--- src/rtl/aes_plat_pkg.sv ---
// aes_plat_pkg: command bytes, state encoding and frame size shared by the AES UART controller.
package aes_plat_pkg;

    localparam logic [7:0] CMD_KEY  = "K";
    localparam logic [7:0] CMD_DATA = "P";
    localparam logic [7:0] CMD_ENC  = "E";
    localparam logic [7:0] CMD_DEC  = "D";
    localparam logic [7:0] CMD_CLR  = "C";

    localparam int BLOCK_BYTES = 16;

    localparam logic [2:0] S_IDLE    = 3'd0;
    localparam logic [2:0] S_RX_KEY  = 3'd1;
    localparam logic [2:0] S_RX_DATA = 3'd2;
    localparam logic [2:0] S_START   = 3'd3;
    localparam logic [2:0] S_WAIT    = 3'd4;
    localparam logic [2:0] S_TX      = 3'd5;

    typedef enum logic [2:0] {
        IDLE    = S_IDLE,
        RX_KEY  = S_RX_KEY,
        RX_DATA = S_RX_DATA,
        START   = S_START,
        WAIT    = S_WAIT,
        TX      = S_TX
    } state_t;

endpackage

--- src/rtl/aes_ctrl_timeout.sv ---
// aes_ctrl_timeout: loadable saturating down-counter; expired while the count sits at zero.
module aes_ctrl_timeout #(
    parameter int LIMIT = 1024
) (
    input  logic clk,
    input  logic rst_n,
    input  logic clear,
    input  logic en,
    output logic expired
);

    localparam int W = $clog2(LIMIT + 1);
    localparam logic [W-1:0] INIT = W'(LIMIT);

    logic [W-1:0] cnt;

    always_ff @(posedge clk or negedge rst_n) begin
        if (!rst_n)
            cnt <= INIT;
        else if (clear)
            cnt <= INIT;
        else if (en && cnt != '0)
            cnt <= cnt - 1'b1;
    end

    assign expired = (cnt == '0);

endmodule

--- src/rtl/aes_uart_ctrl.sv ---
// aes_uart_ctrl: UART command sequencer that collects key/data frames, runs the AES core and streams the result back.
module aes_uart_ctrl import aes_plat_pkg::*; #(
    parameter int BYTE_TIMEOUT = 50_000_000,
    parameter int AES_TIMEOUT  = 1024
) (
    input  logic         clk,
    input  logic         rst_n,
    input  logic         rx_valid,
    input  logic [7:0]   rx_data,
    output logic [7:0]   tx_data,
    output logic         tx_valid,
    input  logic         tx_ready,
    output logic [127:0] aes_key,
    output logic [127:0] aes_din,
    output logic         aes_enc,
    output logic         aes_start,
    input  logic         aes_done,
    input  logic [127:0] aes_dout,
    output logic         busy,
    output logic         err,
    output logic         drop
);

    state_t       state;
    logic [3:0]   cnt;
    logic [119:0] stage;
    logic [119:0] res;
    logic         in_rx;
    logic         byte_exp;
    logic         aes_exp;

    assign in_rx = (state == RX_KEY) || (state == RX_DATA);
    assign busy  = (state != IDLE);

    aes_ctrl_timeout #(.LIMIT(BYTE_TIMEOUT)) u_byte_to (
        .clk     (clk),
        .rst_n   (rst_n),
        .clear   (rx_valid || !in_rx),
        .en      (in_rx),
        .expired (byte_exp)
    );

    aes_ctrl_timeout #(.LIMIT(AES_TIMEOUT)) u_aes_to (
        .clk     (clk),
        .rst_n   (rst_n),
        .clear   (state != WAIT),
        .en      (state == WAIT),
        .expired (aes_exp)
    );

    always_ff @(posedge clk or negedge rst_n) begin
        if (!rst_n) begin
            state     <= IDLE;
            cnt       <= '0;
            stage     <= '0;
            res       <= '0;
            tx_data   <= '0;
            tx_valid  <= 1'b0;
            aes_key   <= '0;
            aes_din   <= '0;
            aes_enc   <= 1'b1;
            aes_start <= 1'b0;
            err       <= 1'b0;
            drop      <= 1'b0;
        end else begin
            err       <= 1'b0;
            aes_start <= 1'b0;
            case (state)
                IDLE: if (rx_valid) begin
                    cnt <= '0;
                    case (rx_data)
                        CMD_KEY:  state   <= RX_KEY;
                        CMD_DATA: state   <= RX_DATA;
                        CMD_ENC:  aes_enc <= 1'b1;
                        CMD_DEC:  aes_enc <= 1'b0;
                        CMD_CLR:  drop    <= 1'b0;
                        default:  err     <= 1'b1;
                    endcase
                end
                RX_KEY, RX_DATA: begin
                    // A byte arriving on the expiry cycle takes priority over the timeout
                    if (rx_valid) begin
                        stage <= {stage[111:0], rx_data};
                        cnt   <= cnt + 4'd1;
                        if (cnt == 4'(BLOCK_BYTES - 1)) begin
                            if (state == RX_KEY) begin
                                aes_key <= {stage, rx_data};
                                state   <= IDLE;
                            end else begin
                                aes_din <= {stage, rx_data};
                                state   <= START;
                            end
                        end
                    end else if (byte_exp) begin
                        err   <= 1'b1;
                        state <= IDLE;
                    end
                end
                START: begin
                    aes_start <= 1'b1;
                    state     <= WAIT;
                end
                WAIT: if (aes_done) begin
                    res      <= aes_dout[119:0];
                    tx_data  <= aes_dout[127:120];
                    tx_valid <= 1'b1;
                    cnt      <= '0;
                    state    <= TX;
                end else if (aes_exp) begin
                    err   <= 1'b1;
                    state <= IDLE;
                end
                TX: if (tx_ready) begin
                    cnt <= cnt + 4'd1;
                    if (cnt == 4'(BLOCK_BYTES - 1)) begin
                        tx_valid <= 1'b0;
                        state    <= IDLE;
                    end else begin
                        tx_data <= res[119:112];
                        res     <= {res[111:0], 8'h00};
                    end
                end
                default: state <= IDLE;
            endcase
            if (rx_valid && busy && !in_rx)
                drop <= 1'b1;
        end
    end

endmodule

--- config.mk ---
export PLATFORM = sky130hd
export DESIGN_NAME = aes_uart_ctrl
export DESIGN_NICKNAME = d
export VERILOG_FILES = /design/src/rtl/aes_plat_pkg.sv /design/src/rtl/aes_ctrl_timeout.sv /design/src/rtl/aes_uart_ctrl.sv
export SDC_FILE = /design/constraint.sdc
export NUM_CORES = 1
export LEC_CHECK = 0
export ABC_AREA = 1
export BUFFER_PORTS_ARGS = -buffer_cell sky130_fd_sc_hd__buf_4
export CORE_ASPECT_RATIO = 0.9
export CORE_MARGIN = 4
export CORE_UTILIZATION = 40
export DETAILED_ROUTE_END_ITERATION = 16
export PLACE_DENSITY = 0.72
export SLEW_MARGIN = 10
export SYNTH_ARGS = -nofsm -noshare
export SYNTH_HDL_FRONTEND = slang
export SYNTH_SLANG_ARGS = --single-unit
--- constraint.sdc ---
create_clock -name clk -period 5.46 [get_ports clk]
set_input_delay 0.819 -clock clk [delete_from_list [all_inputs] [get_ports clk]]
set_output_delay 0.819 -clock clk [all_outputs]
set_load 0.01 [all_outputs]
==> flow_summary_export.csv, run 1 <==
group,metric,value,unit
layout,final_util,50.3,%
pwr,p_leak,14.1,nW
pwr,p_switching,4.39,mW
placement,numPortBuffers,410,
clock_network,ctsResizeCount,0,
pwr,p_seq_share,42.4,%
logic_synthesis,synth_nets,2708,
global_route,antenna_found_initial,0,
timing,hold_violations,0,
routing,first_iter_violations,1658,
floorplanning,coreArea,0.0560,mm^2
critical_path,ff2ff_setup_slack,2.53,ns
routing,drc_errors,0,
clock_network,worst_setup_hold_path_clk_slew,0.06,ns
layout,layout-drive-gt1-share,18.4,%
clock_network,cts_buffers,56,
timing,rsz0062_at_grt,"no",
timing,setup_violations,0,
routing,drtPass1Iterations,7,
layout,fillers,5221,
timing,setup_tns,0,ns
critical_path,worstSetupPathType,"reg2reg",
global_route,globalRouteTotalUtil,19.2,%
critical_path,cp-end-kind,"flip-flop",
run_status,status,"finished clean",
critical_path,cp.required,6.01,ns
floorplanning,pin_count,411,
clock_network,root_buffer,"clkbuf_16",
global_route,grt_pass1_wl,93.7,mm
logic_synthesis,ys_warn_count,0,
floorplanning,die_y,234,um
floorplanning,rows,82,
logic_synthesis,postSynthAreaPerCell,8.87,um^2
placement,place_area,0.0263,mm^2
global_route,grt_max_degree,229,
timing,final_max_slew_viol_count,0,
layout,area_growth,23.8,%
clock_network,post-cts-setup-buffer-count,0,
floorplanning,die_w,259,um
critical_path,path_cells,"nand2_1, nand2_1, inv_2, nand2_4, nor2_8, nand2_4, nor2_4, buf_12, nor2_1, a21oi_1",
layout,final_nets,3050,
pwr,power_frac_clock,30.5,%
logic_synthesis,yosys.area.top_type,"dfrtp_1",
routing,num_vias,17900,
placement,dp_hpwl,41.5,mm
critical_path,crit_arrival,3.48,ns
global_route,grt-ovfl-total,0,
placement,post-place-cells,3603,
pwr,pwr-share-comb,27.1,%
clock_network,cts-htree-levels,2,
job,drv_cap,0,
layout,stdcell_area,0.0282,mm^2
global_route,first_global_vias,16800,
clock_network,clock_latency,0.63,ns
critical_path,path_max_fanout,122,
logic_synthesis,ys_seq_area_share,60.9,%
critical_path,cpMaxStageDelayCell,"nor2_4",
logic_synthesis,ys_ff_latch,553,
routing,drt_wl_total,59.9,mm
logic_synthesis,syn_inst,2563,
routing,wl_per_cell,16.2,um
clock_network,cts_hold_buffers,0,
logic_synthesis,yosys-top-cells-area,"dfrtp_1 (59%), nand2_1 (9.4%), o21ai_0 (8.6%)",
timing,setup_slack,2.53,ns
layout,antenna_cells,0,
floorplanning,start_util,40.6,%
clock_network,clockBufferDepth,3,
pwr,vdd_drop_max,1030,uV
routing,ant_nets,0,
timing,whs,0.208,ns
timing,finalClockSkew,0.0435,ns
clock_network,cts.sinks,553,
timing,slew_headroom,23.0,%
critical_path,worst_setup_path_start_kind,"flip-flop",
placement,place_congestion,0.858,
routing,via_per_inst,4.84,
pwr,total_power,12.6,mW
logic_synthesis,netlist_area,0.0227,mm^2
pwr,powerDensity,449,mW/mm^2
logic_synthesis,synth_cell_types,37,
timing,finalCritPeriodShare,53.7,%
floorplanning,design.die.area,0.0607,mm^2
clock_network,cts_tree,"done",
hold_path,hold_path.class,"in2async",
pwr,swShare,34.7,%
critical_path,slowest_delay,0.79,ns
timing,min_period,2.93,ns
timing,max_freq,0.341,GHz
pwr,internal_power,8.26,mW
placement,pre_cts_slack,2.37,ns
timing,tightestPinTransition,1.16,ns
logic_synthesis,yosysTopAreaCellShare,59.3,%
layout,instances_no_fill,3706,
==> flip-flops by register name (all words and copies together) (netlist names), 3 cells and up <==
| signal | cells |
|---|---|
| state | 3 |
| aes_key | 128 |
| tx_data | 8 |
| res | 120 |
| stage | 120 |
| u_byte_to.cnt | 26 |
| cnt | 4 |
| aes_din | 128 |
| u_aes_to.cnt | 11 |
==> critical path, delay by kind of cell, from the launching register on <==
| family | cells | cell delay, ns |
|---|---|---|
| buffers and inverters | 2 | 0.55 |
| and+or+nand+nor | 7 | 1.55 |
| DFF | 1 | 0.46 |
| AOI/OAI and AO/OA | 1 | 0.15 |
==> final timing paths <==
check	startpoint	cells past startpoint	to
hold / removal	rst_n	1	aes_din[19]
min in group clk	aes_dout[2]	3	res[2]
setup reg to reg	state[0]	10	aes_din[54]
hold reg to reg	stage[16]	2	stage[24]
max in group asynchronous	rst_n	2	res[84]
setup / recovery	state[0]	10	aes_din[54]
==> logic make-up after synthesis <==
kind of cell,after synthesis,synth area share [%]
AND/OR/NAND/NOR,875,15.2
AO/OA/AOI/OAI,670,14.8
flip-flops,553,60.9
buffers and inverters,447,8.28
XOR/XNOR,13,0.501
adder cells (fa/ha/maj),4,0.220
multiplexers,1,0.0440
==> synth_stat cells <==
cell        n
dfrtp_1   539
nand4_1     9
dfstp_2    14
nand3_1    46
o21ai_0   391
nand3_2     1
nand2_4     2
buf_6      11
nor3_2      1
o31ai_1     2
o21ai_1   113
xnor2_1     4
o211ai_1    1
nor2_1    227
nor2_2      2
clkbuf_1   44
a31oi_1     1
or2_2       2
nand3b_1    1
o22ai_1     2
nor2_8      1
a21oi_1   158
o21bai_1    1
nor3_1      8
xor2_1      9
inv_1     302
nor2_4      3
ha_1        4
o21a_1      1
or3_1       1
nand2_1   570
nand2_2     1
buf_2      71
mux2i_1     1
buf_1       6
inv_2       4
buf_4       9
==> metal layers <==
metal	up-vias	global-route usage (%)	share of wire, %
li1	8809	-	-
met1	8584	27.0	44
met2	446	30.5	47
met3	107	3.08	5.0
met4	0	6.54	3.3
met5	-	0	0
==> power groups by stage <==
| stage | Combinational (mW) | Sequential (mW) | Clock, mW |
|---|---|---|---|
| 2_1_floorplan | 2.54 | 5.34 | 0 |
| 3_3_place_gp | 3.34 | 5.39 | 0 |
| 3_5_place_dp | 3.41 | 5.42 | 0 |
| 4_1_cts | 3.44 | 5.35 | 3.95 |
| 5_1_grt | 3.97 | 5.45 | 4.12 |
| 6_report | 3.43 | 5.36 | 3.86 |
==> cell usage in the layout, fill, tap and decap left out, types with 2 or more instances in the layout <==
cell type     n
nand3_1      46
xor2_1        9
nand2_1     569
inv_2         4
clkinvlp_4    4
or2_2         2
nor3_1        8
nor2_2        2
a21oi_1     158
clkbuf_16    56
nand2_4       3
buf_4       416
buf_12        8
o21ai_0     391
bufinv_16     3
ha_1          4
clkinv_16     3
xnor2_1       4
dfrtp_1     539
o22ai_1       2
o21ai_1     113
nor2_1      227
clkbuf_8     12
dfstp_2      14
o31ai_1       2
nand4_1       9
nor2_4        3
clkinv_2      7
inv_1       302
clkbuf_1     18
==> area by class of cell <==
type | count | area (um^2) | share of cell area, %
multi-input combinational | 1563 | 7030 | 25.0
inverter | 306 | 1150 | 4.08
tap | 756 | 946 | 3.36
sequential | 553 | 13900 | 49.2
clock buffer | 86 | 1630 | 5.80
timing repair buffer | 425 | 3300 | 11.7
clock inverter | 17 | 245 | 0.871
No activity file was read; power rests on OpenSTA's default activity.
==> run 2, diff against run 1 <==
PLACE_DENSITY = 0.75   (was 0.72)
clock period = 2.56 ns   (was 5.46 ns; I/O delays follow)
==> run 2 against run 1 <==
Net effect:
- clock-buffer cell count down 12
- maximum frequency up 33%
- wire length up 2.2%
- utilization up 0.87 points
==> flow_summary_export.csv, run 2 (same netlist as run 1, synthesis figures left out) <==
group,metric,value,unit
run_status,status,"finished clean",
placement,place_area,0.0266,mm^2
timing,tightestPinTransition,0.816,ns
routing,drc_errors,0,
clock_network,cts.sinks,553,
timing,finalCritPeriodShare,86.0,%
routing,via_per_inst,4.84,
routing,drtPass1Iterations,6,
pwr,powerDensity,966,mW/mm^2
floorplanning,die_y,234,um
placement,dp_hpwl,43.6,mm
routing,wirelength_met1,26.5,mm
timing,hold_violations,0,
critical_path,worst_setup_path_start_kind,"flip-flop",
critical_path,worstSetupPathType,"reg2reg",
layout,fillers,5153,
critical_path,ff2ff_setup_slack,0.36,ns
timing,max_freq,0.454,GHz
floorplanning,pin_count,411,
layout,layout-drive-gt1-share,19.4,%
placement,place_congestion,0.877,
layout,top_regs,"aes_din (128), aes_key (128)",
layout,stdcell_area,0.0286,mm^2
timing,slew_headroom,45.6,%
routing,drt_wl_total,61.3,mm
timing,min_period,2.20,ns
layout,layout_commonest_cell,"nand2_1",
routing,ant_nets,0,
critical_path,path_max_fanout,27,
timing,final_max_slew_viol_count,0,
hold_path,min-delay-start,"rx_data[7]",
critical_path,cp-end-kind,"flip-flop",
floorplanning,design.die.area,0.0607,mm^2
layout,antenna_cells,0,
global_route,grt-ovfl-total,0,
job,drv_cap,0,
clock_network,clock_latency,0.62,ns
clock_network,clockBufferDepth,3,
global_route,first_global_vias,17500,
global_route,globalRouteTotalUtil,19.7,%
hold_path,hold_path.class,"in2reg",
critical_path,r2r_cells,8,
clock_network,cts_buffers,56,
critical_path,crit_arrival,2.73,ns
critical_path,r2r-start,"state[0]",
layout,area_growth,25.9,%
global_route,grt_pass1_wl,95.6,mm
clock_network,worst_setup_hold_path_clk_slew,0.06,ns
hold_path,worstHoldPathCells,3,
routing,num_vias,18100,
routing,wl_per_cell,16.4,um
floorplanning,rows,82,
clock_network,cts-htree-levels,2,
timing,setup_tns,0,ns
floorplanning,die_w,259,um
routing,dr_wl_met2,29.3,mm
placement,numPortBuffers,410,
placement,pre_cts_slack,0.403,ns
routing,wl_met3,3.20,mm
pwr,p_leak,14.3,nW
clock_network,root_buffer,"clkbuf_16",
floorplanning,coreArea,0.0560,mm^2
hold_path,hold_end,"stage[7]",
critical_path,reg2reg_to,"res[60]",
pwr,vdd_drop_max,760,uV
routing,dr.max_layer_used,"met4",
critical_path,cp.required,3.09,ns
timing,finalClockSkew,0.0381,ns
clock_network,cts_tree,"done",
timing,setup_violations,0,
layout,final_cell_mix,"nand2_1 (569), dfrtp_1 (539), buf_4 (433), o21ai_0 (391), inv_1 (302)",
global_route,grt_max_degree,215,
clock_network,ctsResizeCount,0,
routing,first_iter_violations,1555,
global_route,antenna_found_initial,0,
floorplanning,start_util,40.6,%
timing,setup_slack,0.358,ns
layout,final_nets,3087,
timing,rsz0062_at_grt,"no",
==> run 2: stage by stage <==
| stage | power (mW) | instances | hold slack, ns | utilization [%] |
|---|---|---|---|---|
| after floorplan | 16.8 | 2563 | 0.0884 | - |
| after global placement | 18.9 | 3629 | 0.324 | 47.5 |
| after detailed placement | 19.2 | 3629 | 0.323 | 47.5 |
| after CTS | 27.9 | 3739 | 0.00357 | 51.1 |
| after global routing | 29.5 | 3739 | 0.0430 | 51.1 |
| final | 27.7 | 3739 | 0.0468 | 51.1 |
==> run 2: final cells by class <==
cell class | count | area, um^2 | share of cell area, %
multi-input combinational | 1563 | 7030 | 24.5
inverter | 306 | 1150 | 4.01
clock buffer | 74 | 1600 | 5.58
tap | 756 | 946 | 3.30
clock inverter | 25 | 349 | 1.22
sequential | 553 | 13900 | 48.4
timing repair buffer | 462 | 3720 | 13.0
==> run 2: timing repair <==
item / 4_1_cts / 5_1_grt
endpoints found under the hold margin: 39 / 0
hold buffers: 11 / 0
buffers inserted: 0 / 0
==> run 2: worst max path at each step <==
stage / start / endpoint / slack (ns) / cells past startpoint
6_report: state[0] / res[60] / 0.36 / 8
4_1_cts: state[0] / busy / 0.32 / 5
3_5_place_dp: state[0] / res[2] / 0.40 / 8
5_1_grt: state[0] / res[41] / 0.10 / 8
2_1_floorplan: u_byte_to.cnt[0] / state[0] / 0.77 / 11
3_3_place_gp: state[0] / res[3] / 0.51 / 8
==> run 2: per-layer routing <==
metal  track usage (%)  vias up
met2              31.9      487
met1              26.9     8619
met4              7.23        0
met3              3.21      122
met5                 0        -
li1                  -     8887
==> run 2: critical path, cell delays in order, from the launching register on <==
cell and delay, ns:
dfrtp_1 0.49, nor2_2 0.10, nand2_1 0.29, nor2_1 0.12, nor2_2 0.19, o21a_4 0.39
buf_4 0.35, nand2_1 0.10, o21ai_1 0.08
==> run 2: where the power goes <==
part | switching, mW | leakage [nW] | internal, mW | total, mW
clock network | 3.50 | 0.955 | 5.02 | 8.52
logic | 5.21 | 6.02 | 2.48 | 7.69
registers | 0.816 | 7.36 | 10.6 | 11.5
total | 9.53 | 14.3 | 18.1 | 27.7
